[src/rtl/store_buffer.sv]
// Store buffer: packs MEM-stage sb/sh/sw into word beats, head visible the cycle after push; st_ready_o drops only when full.
// Optional STORE_BUF_FWD_EN: exact word-address load-hit compare instead of the conservative "any pending store" stall.
module store_buffer #(
  parameter int Depth = 4
) (
  input  logic        clk_i,
  input  logic        rst_i,
  input  logic        st_valid_i,
  output logic        st_ready_o,
  input  logic [31:0] st_addr_i,
  input  logic [31:0] st_data_i,
  input  logic [1:0]  st_size_i,
  output logic        misalign_o,
  output logic        mem_valid_o,
  input  logic        mem_ready_i,
  output logic [31:0] mem_addr_o,
  output logic [31:0] mem_wdata_o,
  output logic [3:0]  mem_be_o,
  output logic        empty_o,
  input  logic [31:0] ld_addr_i,
  output logic        ld_hit_o
);
  localparam int PW = $clog2(Depth);
  localparam int CW = PW + 1;
  localparam logic [CW-1:0] FULL = CW'(Depth);

  logic [31:0]   r_addr  [Depth];
  logic [31:0]   r_wdata [Depth];
  logic [3:0]    r_be    [Depth];
  logic [PW-1:0] r_wr_ptr;
  logic [PW-1:0] r_rd_ptr;
  logic [CW-1:0] r_count;
  logic          r_misalign;

  logic          w_misalign;
  logic          w_push;
  logic          w_pop;
  logic [31:0]   w_wdata;
  logic [3:0]    w_be;
  logic          w_ld_hit;

  always_comb begin
    w_wdata    = st_data_i;
    w_be       = 4'b0000;
    w_misalign = 1'b0;
    case (st_size_i)
      2'b00: begin
        w_wdata = {4{st_data_i[7:0]}};
        w_be    = 4'b0001 << st_addr_i[1:0];
      end
      2'b01: begin
        w_wdata    = {2{st_data_i[15:0]}};
        w_be       = 4'b0011 << st_addr_i[1:0];
        w_misalign = st_addr_i[0];
      end
      2'b10: begin
        w_be       = 4'b1111;
        w_misalign = |st_addr_i[1:0];
      end
      default: w_misalign = 1'b1;
    endcase
  end

  // Ready depends on the registered count only, so a pop never frees a slot for a same-cycle push.
  assign st_ready_o  = (r_count != FULL);
  assign mem_valid_o = (r_count != '0);
  assign empty_o     = (r_count == '0);
  assign misalign_o  = r_misalign;

  assign w_push = st_valid_i & st_ready_o & ~w_misalign;
  assign w_pop  = mem_valid_o & mem_ready_i;

  assign mem_addr_o  = mem_valid_o ? r_addr[r_rd_ptr]  : 32'h0;
  assign mem_wdata_o = mem_valid_o ? r_wdata[r_rd_ptr] : 32'h0;
  assign mem_be_o    = mem_valid_o ? r_be[r_rd_ptr]    : 4'h0;

  always_ff @(posedge clk_i) begin
    if (rst_i) begin
      r_wr_ptr   <= '0;
      r_rd_ptr   <= '0;
      r_count    <= '0;
      r_misalign <= 1'b0;
    end else begin
      r_misalign <= st_valid_i & st_ready_o & w_misalign;
      if (w_push) r_wr_ptr <= r_wr_ptr + 1'b1;
      if (w_pop)  r_rd_ptr <= r_rd_ptr + 1'b1;
      case ({w_push, w_pop})
        2'b10:   r_count <= r_count + 1'b1;
        2'b01:   r_count <= r_count - 1'b1;
        default: r_count <= r_count;
      endcase
    end
  end

  always_ff @(posedge clk_i) begin
    if (w_push && !rst_i) begin
      r_addr[r_wr_ptr]  <= {st_addr_i[31:2], 2'b00};
      r_wdata[r_wr_ptr] <= w_wdata;
      r_be[r_wr_ptr]    <= w_be;
    end
  end

`ifdef STORE_BUF_FWD_EN
  logic w_unused_ld;
  assign w_unused_ld = ^ld_addr_i[1:0];

  // Only slots between the read pointer and read pointer + count hold live stores.
  always_comb begin
    w_ld_hit = 1'b0;
    for (int i = 0; i < Depth; i++) begin
      if ((CW'(i) < r_count) &&
          (r_addr[r_rd_ptr + PW'(i)] == {ld_addr_i[31:2], 2'b00}))
        w_ld_hit = 1'b1;
    end
  end
`else
  logic w_unused_ld;
  assign w_unused_ld = ^ld_addr_i;
  assign w_ld_hit    = ~empty_o;
`endif

  assign ld_hit_o = w_ld_hit;

endmodule

[config.mk]
export PLATFORM = sky130hd
export DESIGN_NAME = store_buffer
export DESIGN_NICKNAME = d
export VERILOG_FILES = /design/src/rtl/store_buffer.sv
export SDC_FILE = /design/constraint.sdc
export NUM_CORES = 1
export LEC_CHECK = 0
export CORE_MARGIN = 5
export CORE_UTILIZATION = 50
export CTS_BUF_LIST = sky130_fd_sc_hd__clkbuf_4 sky130_fd_sc_hd__clkbuf_8
export CTS_CLUSTER_SIZE = 14
export DETAILED_ROUTE_END_ITERATION = 6
export GPL_ROUTABILITY_DRIVEN = 0
export PLACE_DENSITY = 0.75
export SYNTH_ARGS = -nofsm -noshare
export SYNTH_HDL_FRONTEND = slang
export SYNTH_SLANG_ARGS = --single-unit
[constraint.sdc]
create_clock -name clk_i -period 9.82 [get_ports clk_i]
set_input_delay 1.964 -clock clk_i [delete_from_list [all_inputs] [get_ports clk_i]]
set_output_delay 1.964 -clock clk_i [all_outputs]
set_load 0.02 [all_outputs]
=== After elaboration in Yosys (flattened, before gate mapping) ===
Memories as Yosys holds them, arrays and structs flattened. A register that Yosys moved wholly into a read port is not among the register bits.
Index checks and enable logic that the tools add are counted.

* Add/subtract/negate cells: 4
* Equal/unequal tests: 5
* Shift operators: 2
* Muxes and demuxes: 15
* Bitwise logic cells: 6
* Reduce and logical (&&, ||, !) cells: 7

{| class="wikitable"
|+ Operator list
! kind !! count
|-
| 32-bit two-way mux || 2
|-
| 32-bit case mux with 2 select lines || 1
|-
| 2-bit two-way mux || 6
|-
| 4-bit case mux with 3 select lines || 1
|-
| 3-bit case mux with 2 select lines || 1
|-
| 2-bit by 1-bit adder with 2-bit output (second input constant) || 2
|-
| 1-bit AND || 4
|-
| 2-bit by 1-bit == test with 1-bit output (second input constant) || 2
|-
| 2-bit == test (second input constant) || 2
|-
| 4-bit two-way mux || 1
|-
| 1-bit by 2-bit left shift with 4-bit output (first input constant) || 1
|-
| 2-bit by 2-bit left shift with 4-bit output (first input constant) || 1
|-
| 3-bit by 1-bit adder with 3-bit output (second input constant) || 1
|-
| 3-bit zero test || 1
|-
| 3-bit inequality test (second input constant) || 1
|-
| 1-bit case mux with 3 select lines || 1
|-
| 3-bit nonzero test || 1
|-
| 3-bit by 1-bit subtractor with 3-bit output (second input constant) || 1
|-
| 2-bit zero test || 1
|-
| 1-bit two-way mux || 2
|-
| 1-bit NOT || 2
|-
| 2-bit nonzero test || 1
|-
| 2-bit OR reduction || 1
|-
| 1-bit logical AND || 1
|-
| 1-bit zero test || 1
|}

* Register bits after elaboration: 8
* Memory bits (writable): 264
* Bits of input ports: 102
* Logic and storage cells: 46
* Memories kept: 3

{| class="wikitable"
|+ Memory list
! memory !! depth !! bits a word !! rd ports !! clocked after Yosys merged registers in !! wr ports !! RTL line !! source
|-
| r_wdata || 4 || 32 || 1 || 1 || 1 || 28 || <nowiki>logic [31:0] r_wdata [Depth];</nowiki>
|-
| r_addr || 4 || 30 || 1 || 1 || 1 || 27 || <nowiki>logic [31:0] r_addr [Depth];</nowiki>
|-
| r_be || 4 || 4 || 1 || 1 || 1 || 29 || <nowiki>logic [3:0] r_be [Depth];</nowiki>
|}

=== Longest topological paths before layout ===
Gate-level depths: netlist of run 1.

* Depth in word-level cells: 7
* Mapped depth: 10
* Mapped depth without buffers: 9

=== Least setup slack after synthesis of run 1 ===
OpenSTA, ideal clock, no wires.

* Path type: in2reg
* Start point: input st_size_i[0]
* End point: memory r_addr[0][0] (netlist bit), enable pin
* Arrival time: 4516 ps
* Data required time: 9389 ps
* Slack: 4873 ps
* Stages on the path: 4
* Buffers on the path: 1
* Path through: buf_6 -> or3_4 -> a2111oi_2 -> and2_1

* Word-level cells in the longest chain between the ends: 7

{| class="wikitable"
|+ Ends and longest elaborated chain
! what !! RTL line !! source
|-
| start: declaration || 12 || <nowiki>input logic [1:0] st_size_i,</nowiki>
|-
| 2-bit == test, or another cell as far along || 46 || <nowiki>case (st_size_i)</nowiki>
|-
| 1-bit case mux with 3 select lines (*) || 46 ||
|-
| 1-bit NOT (*) || 70 || <nowiki>assign w_push = st_valid_i & st_ready_o & ~w_misalign;</nowiki>
|-
| 1-bit AND (*) || 70 ||
|-
| 1-bit logical AND (*) || 96 || <nowiki>if (w_push && !rst_i) begin</nowiki>
|-
| 1-bit two-way mux (*) || 96 ||
|-
| 1-bit two-way mux (implied by the code) (*) || 97 || <nowiki>r_addr[r_wr_ptr] <= {st_addr_i[31:2], 2'b00};</nowiki>
|-
| end: declaration || 27 ||
|}

Mark *: on every way between the ends. The rest lies on a longest branch, timed or not.

==> flow_summary.yaml, run 1 <==
run_status:
  outcome: "completed"
global_routing:
  antenna_found_initial: 0
  grt_max_degree: 67
  overflow: 0
  grt_pass1_vias: 6004
  grtUsageTotal: 0.174
  grt_pass1_wl_um: 32800
yosys:
  synth_most_common_cell: "edfxtp_1"
  synth-main-ff-cell: "edfxtp_1"
  yosysTopAreaCell: "edfxtp_1"
  yosys-top-cells-count: "edfxtp_1, and2_1, mux4_2"
  synth_warnings: 0
  synth_area_leaders: "edfxtp_1, mux4_2, and2_1"
  syn_inst: 537
  synth_cell_types: 32
  synth_area_um2: 10900
  syn_area_per_cell_um2: 20.3
  yosysSeqAreaShare: 0.744
  synth_edf_count: 264
  synth_top_cell_area_share: 0.726
  ys_seq_elements: 274
  async_flop_share: 0
timing:
  relSlewSlack: 0.298
  timing.final.crit_period_ns: 5.35
  hold_viol: 0
  grt_setup_unrepaired: "false"
  max_freq_mhz: 187
  worst_slack_ns: 4.47
  drv_slew: 0
  setup_viol: 0
  skew_ns: 0.0133
  fin_crit_sh: 0.544
  tns_ns: 0
  worst_pin_slew_ns: 1.05
setup_path:
  crit_type: "flip-flop to primary output"
  critPathMaxFanout: 35
  rrSetupSlack_ns: 7.36
  worstPathRequired_ns: 7.86
  critPathLaunchType: "flip-flop"
  arrival_ns: 3.38
  worstReg2RegEnd: "r_count[2]$_SDFFE_PP0P_"
  worst-r2r-cell-count: 9
  cp-end-kind: "primary output"
  regToRegStartpoint: "r_count[2]$_SDFFE_PP0P_"
route:
  routed-via-count: 5532
  routedWlPerCell_um: 21.2
  ant_nets: 0
  dr.pass1.iters: 5
  drt-total-wl_um: 21300
  dr.first_iter.drc_count: 326
  drc: 0
  vias_per_cell: 5.50
floorplan:
  ios: 175
  die_w_um: 158
  dieArea_um2: 24900
  core_area_um2: 21700
  die_h_um: 158
  rows: 54
  initial_utilization: 0.504
clock_tree:
  root_buffer: "clkbuf_8"
  clk_latency_ns: 0.52
  clk_pin_slew_ns: 0.06
  clkSinkCount: 274
  postCtsSetupRepairBufs: 0
  cts_max_level: 2
  postCtsHoldBufs: 0
  cts_buffers: 44
  cts_tree: "built"
  cts_resized: 0
  clk_path_buf_depth: 3
pwr:
  power_uw: 3420
  irDropWorstVdd_v: 0.000139
  power_density_nw_per_um2: 254
  leakage_uw: 0.00433
finish:
  diodes: 0
  layout.nets: 806
  drive_gt1_frac: 0.227
  syn_to_final_growth_pct: 23.0
min_path:
  holdPathStages: 2
  hold_path.class: "flip-flop to flip-flop"
  hold_path_startpoint: "r_rd_ptr[1]$_SDFFE_PP0P_"
  holdPathEnd: "r_rd_ptr[1]$_SDFFE_PP0P_"
place:
  dp_hpwl_um: 12100
  place_ws_ns: 4.80
  port_buffers: 140
run:
  maxCapViolCount: 0
[cells by family (layout without fill, tap and decap cells)]
group | after synthesis | after routing | synth area share
multiplexers | 95 | 95 | 0.165
other | 1 | 2 | 0.000343
AO/OA/AOI/OAI | 20 | 20 | 0.0120
adder cells (fa/ha/maj) | 6 | 6 | 0.00756
AND/OR/NAND/NOR | 97 | 97 | 0.0518
buffers and inverters | 40 | 228 | 0.0166
flip-flops | 274 | 274 | 0.744
XOR/XNOR | 4 | 4 | 0.00321
[layer usage]
metal,track usage,part of all wire,routed length [um]
met5,0,0,0
met4,0.0471,0.012,262
met3,0.0426,0.067,1420
met2,0.296,0.51,10900
met1,0.227,0.41,8710
[power breakdown]
part | switching (uW) | total [uW] | leakage, uW | internal [uW]
Clock | 402 | 938 | 0.000457 | 536
Combinational | 542 | 1100 | 0.00140 | 555
Sequential | 62.1 | 1380 | 0.00247 | 1320
[worst max-delay path, cell delays in order, from the launching register on]
cell,delay [ns]
dfxtp_4,0.79
buf_4,0.72
mux4_2,0.59
and2_1,0.17
clkdlybuf4s50_1,0.58
[layout make-up]
cell class	count	area [um^2]
well taps	280	350
inverters	10	37.5
multi-input cells	224	2630
clock inverters	10	67.6
fillers	1524	8250
clock buffers	64	787
repair buffers	144	1430
flip-flops and latches	274	8140
[metrics by stage]
step | cells | hold WS, ns | cell area, um^2 | utilization
floorplan | 538 | 0.482 | 10900 | -
global placement | 932 | 0.490 | 12600 | 0.580
detailed placement | 932 | 0.521 | 12600 | 0.580
CTS | 1006 | 0.536 | 13400 | 0.620
global route | 1006 | 0.583 | 13400 | 0.620
finish | 1006 | 0.537 | 13400 | 0.620
[state kept, by name, indices dropped and copies added (netlist names), named ones only]
name	cells
misalign_o	1
r_wr_ptr	2
r_count	3
r_rd_ptr	2
r_addr	120
r_wdata	128
r_be	16
[placed cells by master (no fill, tap or decap)]
cell type / n
o31ai_1: 2
ha_1: 5
a21o_1: 1
clkinv_1: 6
mux4_2: 66
nor4_1: 1
xor2_1: 4
clkinv_2: 3
clkbuf_4: 15
inv_1: 10
mux2i_1: 11
or3_4: 1
a211oi_2: 1
conb_1: 2
edfxtp_1: 264
mux2_1: 1
clkdlybuf4s50_1: 140
a21oi_1: 2
o21bai_1: 1
buf_4: 4
or3_2: 1
nand2b_1: 3
and2_1: 66
nor3b_1: 1
o311ai_0: 1
or3_1: 1
nor2_1: 9
o21ai_0: 11
bufinv_16: 1
dfxtp_1: 8
mux2_2: 17
and2_4: 4
nand2_1: 10
a2111oi_2: 1
dfxtp_4: 2
clkbuf_8: 49
fa_1: 1
[worst max-delay path by stage]
| stage | start | end | slack [ns] | depth (start not counted) |
|---|---|---|---|---|
| after global routing | flip-flop | mem_wdata_o[1] | 4.18 | 4 |
| after detailed placement | st_size_i[0] | r_wdata[3][23]$_DFFE_PP_ | 4.80 | 5 |
| after CTS | flip-flop | mem_wdata_o[9] | 4.33 | 4 |
| after floorplan | st_size_i[0] | r_addr[0][0]$_DFFE_PP_ | 4.87 | 4 |
| final | flip-flop | mem_wdata_o[27] | 4.47 | 4 |
| after global placement | st_size_i[0] | r_wdata[0][6]$_DFFE_PP_ | 4.86 | 5 |
Note: power is estimated with default switching activity, not from simulation.
==> inputs of run 2 (changes only) <==
==> constraint.sdc (replaced) <==
create_clock -name clk_i -period 5.6 [get_ports clk_i]
set_input_delay 1.12 -clock clk_i [delete_from_list [all_inputs] [get_ports clk_i]]
set_output_delay 1.12 -clock clk_i [all_outputs]
set_load 0.02 [all_outputs]
==> flow_summary.yaml, run 2 (synthesis results as in run 1) <==
clock_tree:
  postCtsSetupRepairBufs: 0
  clk_pin_slew_ns: 0.06
  postCtsHoldBufs: 0
  clkSinkCount: 274
  cts_tree: "built"
  clk_latency_ns: 0.52
  clk_path_buf_depth: 3
  root_buffer: "clkbuf_8"
  cts_max_level: 2
  cts_resized: 0
  cts_buffers: 43
floorplan:
  initial_utilization: 0.504
  ios: 175
  die_w_um: 158
  rows: 54
  dieArea_um2: 24900
  die_h_um: 158
  core_area_um2: 21700
global_routing:
  grt-busiest-layer: "met2"
  grt_use_met3: 0.0492
  overflow: 0
  grt_use_met2: 0.288
  grt_pass1_vias: 5989
  grtUsageTotal: 0.175
  antenna_found_initial: 2
  grtUsageMet1: 0.229
  grt_max_degree: 67
  grt_pass1_wl_um: 33000
timing:
  skew_ns: 0.00966
  drv_slew: 0
  worst_slack_ns: 1.50
  worst_pin_slew_ns: 1.05
  tns_ns: 0
  fin_crit_sh: 0.732
  max_freq_mhz: 244
  hold_viol: 0
  timing.final.crit_period_ns: 4.10
  setup_viol: 0
  grt_setup_unrepaired: "false"
  relSlewSlack: 0.303
min_path:
  hold_path.class: "flip-flop to flip-flop"
  hold_path_startpoint: "r_wr_ptr[1]$_SDFFE_PP0P_"
finish:
  top_regs: "r_wdata x128, r_addr x120, r_be x16"
  layout_common_cells: "edfxtp_1, clkdlybuf4s50_1, mux4_2, and2_1, clkbuf_8"
  top_register: "r_wdata"
  instances_no_fill: 1006
  final_common_cell: "edfxtp_1"
  syn_to_final_growth_pct: 22.6
  final_cell_area_um2: 13400
  layout.nets: 805
  diodes: 0
  largest_register_ffs: 128
  drive_gt1_frac: 0.223
setup_path:
  cpMaxStageDelayCell: "dfxtp_4"
  cp-end-kind: "primary output"
  crit_buf_inv: 2
  arrival_ns: 2.98
  regToRegStartpoint: "r_count[2]$_SDFFE_PP0P_"
  crit_chain: "buf_12 > mux4_2 > and2_1 > clkdlybuf4s50_1"
  worstPathRequired_ns: 4.48
  critPathMaxStageDelay_ns: 0.72
  crit_family: "buffers and inverters"
  crit_type: "flip-flop to primary output"
  critPathLaunchType: "flip-flop"
  critPathMaxFanout: 39
run_status:
  outcome: "completed"
place:
  port_buffers: 140
  dp_hpwl_um: 12500
  dp.cells: 932
  dpl_cell_area_um2: 12600
  place_ws_ns: 1.59
route:
  routedWlPerCell_um: 21.3
  drt-total-wl_um: 21500
  vias_per_cell: 5.46
  routed-via-count: 5497
  drc: 0
  ant_nets: 0
  dr.pass1.iters: 4
  dr.first_iter.drc_count: 379
pwr:
  power_uw: 5900
  leakage_uw: 0.00430
  power_density_nw_per_um2: 441
  irDropWorstVdd_v: 0.000266
run:
  maxCapViolCount: 0
==> run 2: cell count changes in the layout (fill, tap and decap cells not counted) <==
cell       delta
clkbuf_4      +4
clkbuf_8      -4
clkinv_1      +3
clkinv_2      -2
buf_12        +1
buf_4         -1
bufinv_16     -1
==> run 2: final cells by class <==
class	count	area [um^2]
Tap cell	280	350
Clock buffer	64	762
Inverter	10	37.5
Timing Repair Buffer	144	1440
Multi-Input combinational cell	224	2630
Clock inverter	10	38.8
Sequential cell	274	8140
Fill cell	1559	8290
==> run 2: worst reg2reg max path: cells and delay by family, from the launching register on <==
kind,cells,cell delay [ns]
buf+inv,2,0.16
fa+ha+maj,2,0.55
xor+xnor,1,0.16
compound gates,2,0.31
simple gates,2,0.89
flops,1,0.41
==> run 2: final timing paths <==
path | endpoint | slack, ns | cells after the start
worst max-delay path | mem_wdata_o[5] | 1.50 | 4
worst min-delay path | r_wr_ptr[1]$_SDFFE_PP0P_ | 0.54 | 2
worst max register to register | r_count[2]$_SDFFE_PP0P_ | 3.03 | 9
worst min register to register | r_wr_ptr[1]$_SDFFE_PP0P_ | 0.54 | 2
==> run 2: routing by layer <==
metal	share of wire	wire, um	vias to the layer above
li1	-	-	2456
met1	0.40	8650	2810
met2	0.50	10700	186
met3	0.080	1720	41
met4	0.018	378	4
met5	0.00098	21	-
==> run 2: report_power, final <==
part | leakage, uW | switching (uW) | internal (uW)
logic | 0.00140 | 950 | 982
clock network | 0.000429 | 693 | 862
registers | 0.00247 | 100 | 2320
total | 0.00430 | 1740 | 4160
==> run 2: stage by stage <==
stage	hold WS [ns]	util
global route	0.589	0.618
CTS	0.551	0.618
global placement	0.492	0.581
detailed placement	0.534	0.581
finish	0.539	0.618
floorplan	0.482	-
